`src/rtl/div_unit_if.sv`:
```
// div_unit_if: request/response bundle between the EX stage and the multi-cycle divider.
interface div_unit_if #(parameter int DATA_W = 32);
  logic                  signed_div_i;
  logic [DATA_W-1:0]     opdata1_i;
  logic [DATA_W-1:0]     opdata2_i;
  logic                  start_i;
  logic                  annul_i;
  logic [2*DATA_W-1:0]   result_o;
  logic                  ready_o;
  logic                  stallreq_o;
  modport master (
    output signed_div_i, opdata1_i, opdata2_i, start_i, annul_i,
    input  result_o, ready_o, stallreq_o
  );
  modport slave (
    input  signed_div_i, opdata1_i, opdata2_i, start_i, annul_i,
    output result_o, ready_o, stallreq_o
  );
endinterface

```
`src/rtl/div_unit.sv`:
```
// div_unit: radix-2 restoring divider, one quotient bit per clock, {remainder, quotient} result.
module div_unit #(parameter int DATA_W = 32) (
  input logic       clk,
  input logic       rst,
  div_unit_if.slave bus
);
  localparam int CW = $clog2(DATA_W + 1);
  typedef enum logic [1:0] {FREE, ZERO, ON, END} state_e;
  state_e              state_q, state_d;
  logic [CW-1:0]       cnt_q, cnt_d;
  logic [DATA_W-1:0]   dvd_q, dvd_d, dvs_q, dvs_d, rem_q, rem_d;
  logic                sgn1_q, sgn1_d, sgn2_q, sgn2_d, sdiv_q, sdiv_d;
  logic [2*DATA_W-1:0] result_q, result_d;
  logic                ready_q, ready_d;
  logic [DATA_W-1:0]   abs1, abs2, quot_fix, rem_fix;
  logic [DATA_W:0]     shifted, diff;
  assign abs1 = (bus.signed_div_i && bus.opdata1_i[DATA_W-1]) ? -bus.opdata1_i : bus.opdata1_i;
  assign abs2 = (bus.signed_div_i && bus.opdata2_i[DATA_W-1]) ? -bus.opdata2_i : bus.opdata2_i;
  // dvd_q shifts dividend bits out the top while quotient bits enter at the bottom
  assign shifted  = {rem_q, dvd_q[DATA_W-1]};
  assign diff     = shifted - {1'b0, dvs_q};
  assign quot_fix = (sdiv_q && (sgn1_q ^ sgn2_q)) ? -dvd_q : dvd_q;
  assign rem_fix  = (sdiv_q && sgn1_q) ? -rem_q : rem_q;
  assign bus.result_o   = result_q;
  assign bus.ready_o    = ready_q;
  assign bus.stallreq_o = bus.start_i & ~ready_q & ~bus.annul_i;
  always_comb begin
    state_d  = state_q;
    cnt_d    = cnt_q;
    dvd_d    = dvd_q;
    dvs_d    = dvs_q;
    rem_d    = rem_q;
    sgn1_d   = sgn1_q;
    sgn2_d   = sgn2_q;
    sdiv_d   = sdiv_q;
    result_d = result_q;
    ready_d  = ready_q;
    case (state_q)
      FREE: begin
        if (bus.start_i && !bus.annul_i) begin
          if (bus.opdata2_i == '0) begin
            state_d = ZERO;
          end else begin
            state_d = ON;
            dvd_d   = abs1;
            dvs_d   = abs2;
            sgn1_d  = bus.opdata1_i[DATA_W-1];
            sgn2_d  = bus.opdata2_i[DATA_W-1];
            sdiv_d  = bus.signed_div_i;
            cnt_d   = '0;
            rem_d   = '0;
          end
        end
      end
      ZERO: begin
        state_d  = END;
        result_d = '0;
        ready_d  = 1'b1;
      end
      ON: begin
        if (bus.annul_i) begin
          state_d  = FREE;
          cnt_d    = '0;
          ready_d  = 1'b0;
          result_d = '0;
        end else if (cnt_q == CW'(DATA_W)) begin
          state_d  = END;
          result_d = {rem_fix, quot_fix};
          ready_d  = 1'b1;
        end else begin
          rem_d = diff[DATA_W] ? shifted[DATA_W-1:0] : diff[DATA_W-1:0];
          dvd_d = {dvd_q[DATA_W-2:0], ~diff[DATA_W]};
          cnt_d = cnt_q + CW'(1);
        end
      end
      END: begin
        if (!bus.start_i) begin
          state_d  = FREE;
          ready_d  = 1'b0;
          result_d = '0;
        end
      end
      default: state_d = FREE;
    endcase
  end
  always_ff @(posedge clk or posedge rst) begin
    if (rst) begin
      state_q  <= FREE;
      cnt_q    <= '0;
      dvd_q    <= '0;
      dvs_q    <= '0;
      rem_q    <= '0;
      sgn1_q   <= 1'b0;
      sgn2_q   <= 1'b0;
      sdiv_q   <= 1'b0;
      result_q <= '0;
      ready_q  <= 1'b0;
    end else begin
      state_q  <= state_d;
      cnt_q    <= cnt_d;
      dvd_q    <= dvd_d;
      dvs_q    <= dvs_d;
      rem_q    <= rem_d;
      sgn1_q   <= sgn1_d;
      sgn2_q   <= sgn2_d;
      sdiv_q   <= sdiv_d;
      result_q <= result_d;
      ready_q  <= ready_d;
    end
  end
endmodule

```
`src/flat_wrapper.sv`:
```
// flat-port wrapper written by rule: the top's interface ports become plain ports
module div_unit_flat 
#(parameter int DATA_W = 32)
  (clk, rst, bus_signed_div_i, bus_opdata1_i, bus_opdata2_i, bus_start_i, bus_annul_i, bus_result_o, bus_ready_o, bus_stallreq_o);
  div_unit_if #(.DATA_W(DATA_W)) bus_i ();
  input logic clk;
  input logic rst;
  input wire logic [$bits(bus_i.signed_div_i)-1:0] bus_signed_div_i;
  input wire logic [$bits(bus_i.opdata1_i)-1:0] bus_opdata1_i;
  input wire logic [$bits(bus_i.opdata2_i)-1:0] bus_opdata2_i;
  input wire logic [$bits(bus_i.start_i)-1:0] bus_start_i;
  input wire logic [$bits(bus_i.annul_i)-1:0] bus_annul_i;
  output wire logic [$bits(bus_i.result_o)-1:0] bus_result_o;
  output wire logic [$bits(bus_i.ready_o)-1:0] bus_ready_o;
  output wire logic [$bits(bus_i.stallreq_o)-1:0] bus_stallreq_o;
  assign bus_i.signed_div_i = bus_signed_div_i;
  assign bus_i.opdata1_i = bus_opdata1_i;
  assign bus_i.opdata2_i = bus_opdata2_i;
  assign bus_i.start_i = bus_start_i;
  assign bus_i.annul_i = bus_annul_i;
  assign bus_result_o = bus_i.result_o;
  assign bus_ready_o = bus_i.ready_o;
  assign bus_stallreq_o = bus_i.stallreq_o;
  div_unit #(.DATA_W(DATA_W)) u_core (.clk(clk), .rst(rst), .bus(bus_i));
endmodule
```
`config.mk`:
```
export PLATFORM = sky130hd
export DESIGN_NAME = div_unit_flat
export DESIGN_NICKNAME = d
export VERILOG_FILES = /design/src/rtl/div_unit_if.sv /design/src/rtl/div_unit.sv /design/src/flat_wrapper.sv
export SDC_FILE = /design/constraint.sdc
export NUM_CORES = 1
export LEC_CHECK = 0
export CELL_PAD_IN_SITES_DETAIL_PLACEMENT = 0
export CELL_PAD_IN_SITES_GLOBAL_PLACEMENT = 1
export CORE_MARGIN = 4
export CORE_UTILIZATION = 30
export DETAILED_ROUTE_END_ITERATION = 16
export GPL_TIMING_DRIVEN = 0
export PLACE_DENSITY = 0.66
export SYNTH_ARGS = -nofsm -noshare
export SYNTH_HDL_FRONTEND = slang
export SYNTH_SLANG_ARGS = --single-unit
```
`constraint.sdc`:
```
create_clock -name clk -period 9.25 [get_ports clk]
set_clock_uncertainty 0.05 [all_clocks]
set_input_delay 0.925 -clock clk [delete_from_list [all_inputs] [get_ports clk]]
set_output_delay 0.925 -clock clk [all_outputs]
set_load 0.01 [all_outputs]
```
==> results of run 1 <==
-- critical path, stage by stage, from the launching register on --
cell and delay, ns:
sky130_fd_sc_hd__dfrtp_1 0.45, sky130_fd_sc_hd__inv_1 0.10, sky130_fd_sc_hd__ha_1 0.21, sky130_fd_sc_hd__fa_1 0.25
sky130_fd_sc_hd__nor2b_1 0.08, sky130_fd_sc_hd__o31a_1 0.29, sky130_fd_sc_hd__or4_1 0.54, sky130_fd_sc_hd__and3_1 0.25
sky130_fd_sc_hd__a41oi_1 0.52, sky130_fd_sc_hd__a31oi_1 0.35, sky130_fd_sc_hd__a211oi_2 0.39, sky130_fd_sc_hd__xnor2_1 0.38
sky130_fd_sc_hd__clkbuf_1 0.53, sky130_fd_sc_hd__o21ai_0 0.34, sky130_fd_sc_hd__o211ai_1 0.24
-- stage by stage --
stage | utilization [%] | total power (W)
after detailed placement | 35.9 | 0.00248
after global placement | 35.8 | 0.00247
final | 37.5 | 0.00320
after CTS | 37.5 | 0.00322
after floorplan | - | 0.00205
after global routing | 37.5 | 0.00345
-- report_power, final --
group	total, W	leakage, nW	internal (W)	switching (W)
sequential	0.00105	2.24	0.000872	0.000180
clock	0.000729	0.270	0.000396	0.000333
combinational	0.00142	3.27	0.000569	0.000850
total	0.00320	5.79	0.00184	0.00136
-- worst min-delay path by stage --
stage,end,depth (start not counted)
floorplan,u_core.cnt_q[5],1
global placement,u_core.bus.result_o[15],2
detailed placement,u_core.bus.result_o[8],2
CTS,u_core.bus.result_o[8],2
global route,u_core.bus.result_o[8],2
finish,u_core.bus.result_o[15],2
-- state kept, by name, summed over array words and instances (netlist names) --
register	flops
u_core.state_q	2
u_core.bus.result_o	64
u_core.bus.ready_o	1
u_core.rem_q	32
u_core.cnt_q	6
u_core.sdiv_q	1
u_core.dvd_q	32
u_core.sgn2_q	1
u_core.sgn1_q	1
u_core.dvs_q	32
-- kinds of logic (layout without fill, tap and decap cells) --
group / after synthesis / count (layout) / share of synthesized area (%)
mux: 27 / 27 / 2.40
fa+ha+maj: 39 / 39 / 4.40
xor+xnor: 143 / 143 / 11.1
flops: 172 / 172 / 38.3
simple gates: 464 / 464 / 18.8
compound gates: 400 / 400 / 20.5
buf+inv: 123 / 290 / 4.49
-- placed cells by master, fill, tap and decap left out, types with 4 or more instances in the layout --
cell and count:
sky130_fd_sc_hd__inv_1 52, sky130_fd_sc_hd__clkdlybuf4s50_1 134, sky130_fd_sc_hd__a31oi_1 5, sky130_fd_sc_hd__or4_1 11, sky130_fd_sc_hd__a21o_1 13, sky130_fd_sc_hd__nor2_1 131
sky130_fd_sc_hd__o31ai_1 20, sky130_fd_sc_hd__o211ai_1 6, sky130_fd_sc_hd__xnor2_1 70, sky130_fd_sc_hd__dfrtp_1 172, sky130_fd_sc_hd__buf_1 4, sky130_fd_sc_hd__o21a_1 7
sky130_fd_sc_hd__nand4_1 4, sky130_fd_sc_hd__and3_1 5, sky130_fd_sc_hd__clkinvlp_4 5, sky130_fd_sc_hd__xor2_1 73, sky130_fd_sc_hd__a21oi_1 125, sky130_fd_sc_hd__buf_2 11
sky130_fd_sc_hd__nand2_1 182, sky130_fd_sc_hd__ha_1 38, sky130_fd_sc_hd__o21ai_0 156, sky130_fd_sc_hd__o31a_1 5, sky130_fd_sc_hd__o41ai_1 12, sky130_fd_sc_hd__buf_6 4
sky130_fd_sc_hd__a32oi_1 7, sky130_fd_sc_hd__nand3_1 35, sky130_fd_sc_hd__or3_1 9, sky130_fd_sc_hd__clkbuf_16 17, sky130_fd_sc_hd__nand2b_1 13, sky130_fd_sc_hd__clkbuf_1 52
sky130_fd_sc_hd__nor3_1 27, sky130_fd_sc_hd__nor2b_1 5, sky130_fd_sc_hd__mux2i_1 27, sky130_fd_sc_hd__o21ai_1 19, sky130_fd_sc_hd__nor4_1 17, sky130_fd_sc_hd__and2_1 8
-- layout make-up --
type                            count  area, um^2  share of cell area, %
Tap cell                          468         586                   4.25
Timing Repair Buffer              135        1370                   9.93
Sequential cell                   172        4300                   31.2
Clock inverter                     11         110                  0.798
Multi-Input combinational cell   1073        6440                   46.7
Buffer                             70         307                   2.22
Inverter                           53         206                   1.50
Clock buffer                       21         470                   3.41
-- routing by layer --
layer  vias up  GRT usage (%)
met5         -              0
met4         0           3.93
met3        26           2.50
met2       239           29.4
met1      4939           25.1
li1       5092              -
==> metrics, run 1 <==
global-route wire length before repair=58200 um; CTS tree=yes; Design Area, Final=13800 um^2; Nets=1630; row cnt=70; capture point of the critical path=u_core.rem_q[31]; worst-skew pair later-pin latency=0.44 ns; worst-case hold slack=0.430 ns; number of buffers added for setup after CTS=0; area of the die=40700 um^2; final std cells w/o fill=2003; Core Area=36800 um^2; Initial DRT Pass Iterations=5; Antenna Diode Count=0; crit path kind=reg -> reg; remaining global-route overflow=0; Initial Utilization=30.6%; remaining max-slew budget at the tightest pin=24.3%; buffer levels on the longest clock path=2; clock-pin slew of the registers on the worst-case setup and hold paths=0.07 ns; number of CTS-inserted buffers=17; flip-flop and latch count after synthesis=172; Top Layer Used=met4; start point of the critical path=u_core.dvd_q[31]; maximum vdd drop=0.000128 V; worst flop-to-flop path startpoint=u_core.dvd_q[31]; dpl cell area=13200 um^2; Worst-Margin Slew=1.13 ns; Synth Instances=1368; startpoint of the lowest-slack hold path=u_core.bus.result_o[15]; worst-case setup margin in the final layout=4.20 ns; met3 routed wirelength=1430 um; cell count after placement=1971; antenna violations before repair=0; highest clock frequency the design can meet=198 MHz; kind of capture point of the worst setup path=flop; Area Growth Syn to Fin=22.6%; I/O Pins=135; count of buffers inserted at the top-level ports=134; total DRC errors in the routed layout=0; antenna-violating nets left=0; commonest cells in the synthesized netlist=sky130_fd_sc_hd__nand2_1 (182), sky130_fd_sc_hd__dfrtp_1 (172), sky130_fd_sc_hd__o21ai_0 (156); fraction of layout instances using a drive strength above 1=3.84%; signal arrival time at the worst endpoint=5.36 ns; prevailing post-synth register cell=sky130_fd_sc_hd__dfrtp_1; most common cell in the netlist=sky130_fd_sc_hd__nand2_1; met2 routed WL=17200 um; Yosys top cell area share=38.3%; Final Max Tran Viols=0; overall track demand over capacity in global routing=17.9%; share of synthesized flip-flops with an asynchronous set or reset=100%; power per standard cell area=232 nW/um^2; Routability Congestion=0.862; quantity of gates resized following cts=0; reg2reg path depth=14; area of the mapped netlist=11200 um^2; via count of the first global-routing pass=10.1k; library cell with the largest summed area after synthesis=sky130_fd_sc_hd__dfrtp_1; post-synthesis net count=1476; synthesis warning total=0; library cells used by synthesis=62; required time of the critical path=9.55 ns; status=completed; starting DRC count in detailed routing=731; Reg2Reg Capture Point=u_core.rem_q[31]; minimum setup slack after placement=4.22 ns; leading cell types by total area after synthesis=sky130_fd_sc_hd__dfrtp_1 (38%), sky130_fd_sc_hd__o21ai_0 (6.9%), sky130_fd_sc_hd__nand2_1 (6.1%); Detailed Route WL=36800 um; worst hold path type=reg -> reg; vias per inst=5.14; number of hold-slack violations in the final timing report=0; fraction of the yosys area taken by sequential cells=38.3%; number of synthesized flops with an enable pin=0; post-synthesis average cell area=8.22 um^2; Leak=5.79 nW; Final Cycle Share=54.6%; number of failing setup endpoints in the final timing report=0; sink count of the clock tree=172; number of vias in the routed layout=10.3k; library cell used as clock root buffer=sky130_fd_sc_hd__clkbuf_16; post-route minimum period=5.05 ns; setup repair after global routing missed its margin=false; sum of routed wire segments on met1=17600 um; average wire per cell in the routed design=18.4 um; critical path fanouts, max=10; post-DP HPWL=28100 um; count of max-cap constraint violations=0; H-tree levels=4; pin count of the biggest net entering global routing=105; Fin Setup TNS=0 ns; Critical Path Source Type=flop; CTS Hold Bufs=0; overall die height=202 um; Die X=202 um; minimum setup slack among reg-to-reg paths=4.20 ns; FILL cells=3828
(Power assumes the default switching activity.)
==> inputs of run 2 (changes only) <==
- PLACE_DENSITY: 0.66 -> 0.69
- clock period: 9.25 -> 4.3 ns (I/O delays scaled with it)
==> run 2 against run 1 <==
Effect of this change:
- hold slack worse by 0.019 ns
- final area is 0.74% higher
- combinational power is 120% higher
- critical path depth is 1 higher
- largest power group unchanged
==> metrics, run 2 (same netlist as run 1, synthesis figures left out) <==
status=completed; pin count of the biggest net entering global routing=42 (-60%); most common cell after layout, fill and taps aside=sky130_fd_sc_hd__nand2_1; Antenna Diode Count=0 (unchanged); count of max-cap constraint violations=0 (unchanged); dpl cell area=13300 um^2 (+0.37%); CTS Hold Bufs=0 (unchanged); post-route minimum period=4.15 ns (-0.903 ns); cell count after placement=1974 (+0.15%); total DRC errors in the routed layout=0 (unchanged); global-route track usage on met1=25.3% (+0.19 points); Detailed Route WL=36900 um (+0.14%); critical path fanouts, max=10 (unchanged); CTS tree=yes; highest clock frequency the design can meet=241 MHz (+22%); Design Area, Final=13900 um^2 (+0.74%); sink count of the clock tree=172 (unchanged); I/O Pins=135 (unchanged); Leak=5.83 nW (+0.83%); global-route wire length before repair=58000 um (-0.29%); Critical Path Source Type=flop; worst-skew pair later-pin latency=0.46 ns (+0.02 ns); power per standard cell area=502 nW/um^2 (+120%); signal arrival time at the worst endpoint=4.48 ns (-0.88 ns); final design utilization=37.8% (+0.28 points); Final Max Tran Viols=0 (unchanged); met2 GRT Util=28.5% (-0.87 points); number of flip-flops in the largest register=64 (unchanged); fraction of layout instances using a drive strength above 1=4.35% (+0.51 points); Worst-Margin Slew=1.14 ns (+0.00434 ns); setup repair after global routing missed its margin=false; number of hold-slack violations in the final timing report=0 (unchanged); required time of the critical path=4.63 ns (-4.92 ns); crit path kind=reg -> reg; commonest cells after routing, fill and taps aside=sky130_fd_sc_hd__nand2_1 (182), sky130_fd_sc_hd__dfrtp_1 (172), sky130_fd_sc_hd__o21ai_0 (156), sky130_fd_sc_hd__clkdlybuf4s50_1 (134), sky130_fd_sc_hd__nor2_1 (131); kind of capture point of the worst setup path=flop; row cnt=70 (unchanged); number of vias in the routed layout=10.4k (+0.79%); buffer levels on the longest clock path=2 (unchanged); number of CTS-inserted buffers=17 (unchanged); maximum vdd drop=0.000283 V (+120%); antenna violations before repair=0 (unchanged); library cell used as clock root buffer=sky130_fd_sc_hd__clkbuf_16; clock-pin slew of the registers on the worst-case setup and hold paths=0.08 ns (about the same); count of buffers inserted at the top-level ports=134 (unchanged); vias per inst=5.17 (+0.59%); starting DRC count in detailed routing=719 (-1.6%); GR met3 Demand/Resource=2.92% (+0.42 points); minimum setup slack after placement=-0.433 ns (-4.66 ns); busiest layer in global routing=met2; worst hold path type=in -> async; final std cells w/o fill=2007 (+0.20%); average wire per cell in the routed design=18.4 um (about the same); area of the die=40700 um^2 (unchanged); overall track demand over capacity in global routing=17.9% (+0.055 points); overall die height=202 um (unchanged); number of failing setup endpoints in the final timing report=0 (unchanged); remaining global-route overflow=0 (unchanged); Nets=1634 (+0.25%); Final Cycle Share=96.5% (+42 points); antenna-violating nets left=0 (unchanged); Initial DRT Pass Iterations=7 (+2); remaining max-slew budget at the tightest pin=24.0% (-0.29 points); Core Area=36800 um^2 (unchanged); H-tree levels=4 (unchanged); Die X=202 um (unchanged); worst-case setup margin in the final layout=0.149 ns (-4.05 ns); Area Growth Syn to Fin=23.5%; via count of the first global-routing pass=10.1k (-0.30%); post-DP HPWL=28400 um (+1.1%); Initial Utilization=30.6% (unchanged); Routability Congestion=0.854 (-0.86%); total chip power=0.00698 W (+120%)
[run 2: cell count changes in the layout (fill, tap and decap cells not counted), sizes merged]
cell      before  now
inv           56   54
clkinv         2    6
clkinvlp       5    4
buf           20   24
clkbuf        72   70
bufinv         1    2
[run 2: critical path, cell delays in order (launching register included)]
cell	delay [ns]
sky130_fd_sc_hd__dfrtp_1	0.46
sky130_fd_sc_hd__inv_1	0.11
sky130_fd_sc_hd__ha_1	0.19
sky130_fd_sc_hd__fa_1	0.22
sky130_fd_sc_hd__nor2b_1	0.07
sky130_fd_sc_hd__o31a_1	0.28
sky130_fd_sc_hd__or4_1	0.53
sky130_fd_sc_hd__and3_1	0.27
sky130_fd_sc_hd__a41oi_4	0.32
sky130_fd_sc_hd__a31oi_2	0.21
sky130_fd_sc_hd__a211oi_2	0.26
sky130_fd_sc_hd__buf_4	0.17
sky130_fd_sc_hd__xnor2_2	0.20
sky130_fd_sc_hd__buf_2	0.35
sky130_fd_sc_hd__o21ai_0	0.18
sky130_fd_sc_hd__o211ai_1	0.18
[run 2: per-layer routing]
metal / vias to the layer above / part of all wire (%) / wire [um]
li1: 5110 / - / -
met1: 5005 / 48 / 17800
met2: 224 / 46 / 17000
met3: 38 / 3.8 / 1410
met4: 0 / 1.8 / 670
met5: - / 0 / 0
[run 2: what timing repair did]
action                                  CTS  global route
endpoints found under the setup margin   30            30
pin swaps                                 0             1
setup buffers                             0             1
resized for setup                         5             4
[run 2: through the flow]
| step | hold WS [ns] | TNS, ns |
|---|---|---|
| after floorplan | 0.398 | 0 |
| after global placement | 0.412 | -12.03 |
| after detailed placement | 0.420 | -8.53 |
| after CTS | 0.429 | 0 |
| after global routing | 0.452 | 0 |
| final | 0.411 | 0 |
[run 2: cell type report]
cell class / instances / area [um^2]
fill: 3853 / 22900
multi-input combinational: 1073 / 6470
sequential: 172 / 4300
timing repair buffer: 139 / 1430
tap: 468 / 586
clock buffer: 19 / 443
buffer: 70 / 315
inverter: 53 / 203
clock inverter: 13 / 141
[run 2: worst paths after layout]
check / startpoint / endpoint / slack (ns) / cells past startpoint
max in group asynchronous: rst / u_core.bus.result_o[58] / 2.87 / 4
setup / recovery: u_core.dvd_q[31] / u_core.rem_q[31] / 0.15 / 15
hold reg to reg: u_core.bus.result_o[15] / u_core.bus.result_o[15] / 0.43 / 2
min in group clk: u_core.bus.result_o[15] / u_core.bus.result_o[15] / 0.43 / 2
hold / removal: rst / u_core.dvs_q[5] / 0.41 / 2
setup reg to reg: u_core.dvd_q[31] / u_core.rem_q[31] / 0.15 / 15
[run 2: report_power, final]
group          switching (W)  internal [W]  total (W)
clock               0.000724      0.000874    0.00160
combinational        0.00184       0.00126    0.00310
sequential          0.000403       0.00188    0.00228
total                0.00297       0.00401    0.00698
